===== src/rtl/mod_reconstruct.sv =====
// mod_reconstruct: rebuilds N = Q*M + R by sequential shift-add over the MW bits of M.
// Optional range checking is enabled with the macro MODREC_CHECK_EN.
module mod_reconstruct #(
    parameter int NW = 13,
    parameter int MW = 4
) (
    input  logic                 clk,
    input  logic                 rst_n,
    input  logic                 start,
    input  logic signed [NW-1:0] q_in,
    input  logic        [MW-1:0] m_in,
    input  logic        [MW-1:0] r_in,
    output logic                 busy,
    output logic                 done,
    output logic signed [NW-1:0] n_out,
    output logic                 err
);
    localparam int AW = NW + MW + 1;
    localparam int CW = (MW > 1) ? $clog2(MW) : 1;
    typedef enum logic [1:0] {IDLE, CALC, DONE} state_t;
    state_t               state_q;
    logic signed [NW-1:0] q_q;
    logic        [MW-1:0] m_q;
    logic        [CW-1:0] cnt_q;
    logic signed [AW-1:0] acc_q, acc_d, q_ext;
    logic                 err_d;
    assign q_ext = {{(AW-NW){q_q[NW-1]}}, q_q};
    assign acc_d = m_q[cnt_q] ? acc_q + (q_ext <<< cnt_q) : acc_q;
`ifdef MODREC_CHECK_EN
    localparam logic signed [AW-1:0] MAXV = AW'((1 << (NW-1)) - 1);
    localparam logic signed [AW-1:0] MINV = -AW'(1 << (NW-1));
    logic bad_rm_q;
    assign err_d = bad_rm_q || (acc_d > MAXV) || (acc_d < MINV);
`else
    assign err_d = 1'b0;
`endif
    always_ff @(posedge clk or negedge rst_n) begin
        if (!rst_n) begin
            state_q <= IDLE;
            q_q     <= '0;
            m_q     <= '0;
            cnt_q   <= '0;
            acc_q   <= '0;
            busy    <= 1'b0;
            done    <= 1'b0;
            n_out   <= '0;
            err     <= 1'b0;
`ifdef MODREC_CHECK_EN
            bad_rm_q <= 1'b0;
`endif
        end else begin
            case (state_q)
                IDLE: begin
                    done <= 1'b0;
                    if (start) begin
                        q_q     <= q_in;
                        m_q     <= m_in;
                        acc_q   <= AW'(r_in);
                        cnt_q   <= '0;
                        busy    <= 1'b1;
                        state_q <= CALC;
`ifdef MODREC_CHECK_EN
                        bad_rm_q <= (m_in == '0) || (r_in >= m_in);
`endif
                    end
                end
                CALC: begin
                    acc_q <= acc_d;
                    cnt_q <= cnt_q + 1'b1;
                    // last addition lands straight in n_out so done and the result share a cycle
                    if (cnt_q == CW'(MW-1)) begin
                        state_q <= DONE;
                        done    <= 1'b1;
                        n_out   <= acc_d[NW-1:0];
                        err     <= err_d;
                    end
                end
                DONE: begin
                    done    <= 1'b0;
                    busy    <= 1'b0;
                    state_q <= IDLE;
                end
                default: state_q <= IDLE;
            endcase
        end
    end
endmodule


===== config.mk =====
export PLATFORM = sky130hd
export DESIGN_NAME = mod_reconstruct
export DESIGN_NICKNAME = d
export VERILOG_FILES = /design/src/rtl/mod_reconstruct.sv
export SDC_FILE = /design/constraint.sdc
export NUM_CORES = 1
export LEC_CHECK = 0
export ABC_AREA = 1
export BUFFER_PORTS_ARGS = -buffer_cell sky130_fd_sc_hd__buf_4
export CORE_UTILIZATION = 55
export DETAILED_ROUTE_END_ITERATION = 8
export GPL_TIMING_DRIVEN = 0
export HOLD_SLACK_MARGIN = 0.05
export PLACE_DENSITY_LB_ADDON = 0.3
export SLEW_MARGIN = 15
export SYNTH_ARGS = -nofsm -noshare
export SYNTH_HDL_FRONTEND = slang
export SYNTH_SLANG_ARGS = --single-unit
export TNS_END_PERCENT = 30

===== constraint.sdc =====
create_clock -name clk -period 3.1 [get_ports clk]
set_input_delay 0.31 -clock clk [delete_from_list [all_inputs] [get_ports clk]]
set_output_delay 0.31 -clock clk [all_outputs]
set_load 0.02 [all_outputs]

==> results.cfg <==
[cts]
cts_sinks = 49
cts_made_buffers = 5
cts.path.max_buffers = 2
ctsRootBufferMaster = clkbuf_8
htreeDepth = 2
clk_latency_ps = 320
cts_resized = 0
clkTransAtPathRegs_ps = 100
cts_tree = yes

[layout]
final_nets = 522
fin_cells = 555
layout-drive-gt1-share_pct = 13.2
area_growth_pct = 16.3
nFillCells = 458
antennaDiodeCount = 0

[grt]
use_met2_pct = 41.9
met1_usage_pct = 34.2
grt_max_degree = 50
grtUsageMet3_pct = 3.59
grt_pass1_wl_um = 12000
antenna_found_initial = 0
track_usage_pct = 25.9
grt.overflow.total = 0
grt_pass1_vias = 2774
top_usage_layer = met2

[synthesis]
yosys.cell_count.top_type = nand2_1
ys_seq_area_share_pct = 40.1
synthesis.area_um2 = 3050
ys.flop_type = dfrtp_1
yosysTopAreaCellShare_pct = 40.1
synth_commonest_cells = nand2_1, dfrtp_1, inv_1
yosysTopAreaCell = dfrtp_1
syn-num-nets = 476
synth_area_leaders = dfrtp_1, nand2_1, nand3_1, ha_1, inv_1
synth_enable_flop_cells = 0
ys_warn_count = 0
netlist_instances = 438
synth-seq-cells = 49
syn_area_per_cell_um2 = 6.97
synth_cell_types = 26
synthArstFlopShare_pct = 100

[sta]
hold_viol_final = 0
tns_ps = 0
worst_pin_slew_ps = 608
slew_violations = 0
finalSetupViolCount = 0
clock_skew_ps = 14.3
max_freq_mhz = 372
period_share_pct = 86.7
rsz0062_at_grt = false
final.min_clock_period_ps = 2690
max_slew_margin_pct = 59.5

[flow_run]
drv_cap = 0

[setup_path]
cp-start-kind = flop
cp-end-kind = flop
slowest_stage = dfrtp_1
crit_type = flop to flop
cp.arrival_ps = 2930
max_stage_delay_ps = 500
crit_chain = buf_2, buf_2, nor3_1, ha_1, fa_1, nand3_1, nand3_1, a21oi_1, o21ai_0, o21ai_1, nand2_1, o21ai_0
crit_fanout = 10
cp.required_ps = 3340

[floorplan]
die-height_um = 76.5
boundaryPins = 40
core_um2 = 5240
dieArea_um2 = 5860
fp-row-count = 26
die_x_um = 76.5
start_util_pct = 58.3

[detailed_routing]
drt_iter0_drc = 256
drc_errors = 0
via_per_inst = 5.30
wire_per_inst_um = 12.4
detail-route-antenna-nets = 0
vias = 2943
dr.pass1.iters = 5
wirelength_um = 6900

[placed_design]
hpwlAfterDp_um = 5260
place.gp.congestion = 0.922
io_buffers = 38
dp.cells = 546

[hold_path]
hold_path_class = input port to flop

[outcome]
status = finished, final reports clean
==> path summary, 6_finish.rpt <==
kind,from,end,cells past startpoint,slack (ps)
hold reg to reg,q_q[12],q_q[12],2,480
setup reg to reg,cnt_q[0],acc_q[4],12,410
max in group asynchronous,rst_n,n_out[7],2,2140
hold / removal,q_in[1],q_q[1],3,180
min in group asynchronous,rst_n,done,2,540
setup / recovery,cnt_q[0],acc_q[4],12,410
==> per-stage QoR <==
| stage | setup WS, ps | hold slack (ps) | util, % | area, um2 |
|---|---|---|---|---|
| after global placement | 479 | 360 | 65.4 | 3430 |
| after global routing | 120 | 196 | 67.8 | 3550 |
| after floorplan | 828 | 14.4 | - | 3050 |
| after detailed placement | 459 | 362 | 65.4 | 3430 |
| final | 411 | 185 | 67.8 | 3550 |
| after CTS | 432 | 186 | 67.8 | 3550 |
==> final cells by class <==
cell class                 count  area [um2]  area share (%)
timing repair buffer          39         295            8.31
clock inverter                 3        46.3            1.30
tap                           70        87.6            2.47
multi-input combinational    329        1580            44.5
buffer                        14        75.1            2.11
clock buffer                   5        68.8            1.94
sequential                    49        1230            34.5
inverter                      46         173            4.86
==> cells in the final DEF, fill, tap and decap left out, drive strengths merged, types with 2 or more instances in the layout <==
master | synthesis | routed
o21ai | 34 | 34
a21oi | 10 | 10
nand4 | 6 | 6
xnor2 | 3 | 3
dfrtp | 49 | 49
nor2 | 15 | 15
o221ai | 2 | 2
nand3 | 39 | 39
ha | 13 | 13
mux2i | 7 | 7
buf | 7 | 45
or2 | 6 | 6
inv | 46 | 46
clkbuf | 7 | 12
nand2 | 190 | 190
==> state kept, by name, indices dropped and copies added (netlist names) <==
register  cells
acc_q        13
busy          1
cnt_q         2
done          1
m_q           4
n_out        13
q_q          13
state_q       2
==> metal layers <==
metal | share of wire (%) | wire (um)
met2 | 47 | 3240
met5 | 0 | 0
met4 | 3.0 | 209
met3 | 4.9 | 339
met1 | 45 | 3100
==> timing repair <==
item                      CTS  global route
hold endpoints to repair   49             0
setup buffers               0             0
hold buffers                1             0
==> worst max-delay path, delay by kind of cell (launching register included) <==
family / cells / cell delay (ps)
buffers and inverters: 2 / 480
DFF: 1 / 500
adders and majority gates: 2 / 700
and+or+nand+nor: 4 / 420
AOI/OAI and AO/OA: 4 / 510
==> cell families after synthesis <==
family	share of synthesized area, %
xor+xnor	0.860
compound gates	7.78
buf+inv	8.11
fa+ha+maj	5.98
other cells	0.123
simple gates	34.7
flops	40.1
mux	2.29
Power is left out: the tool's default activity adds up to more than one toggle a clock period on the data nets, which glitch-free logic cannot reach.
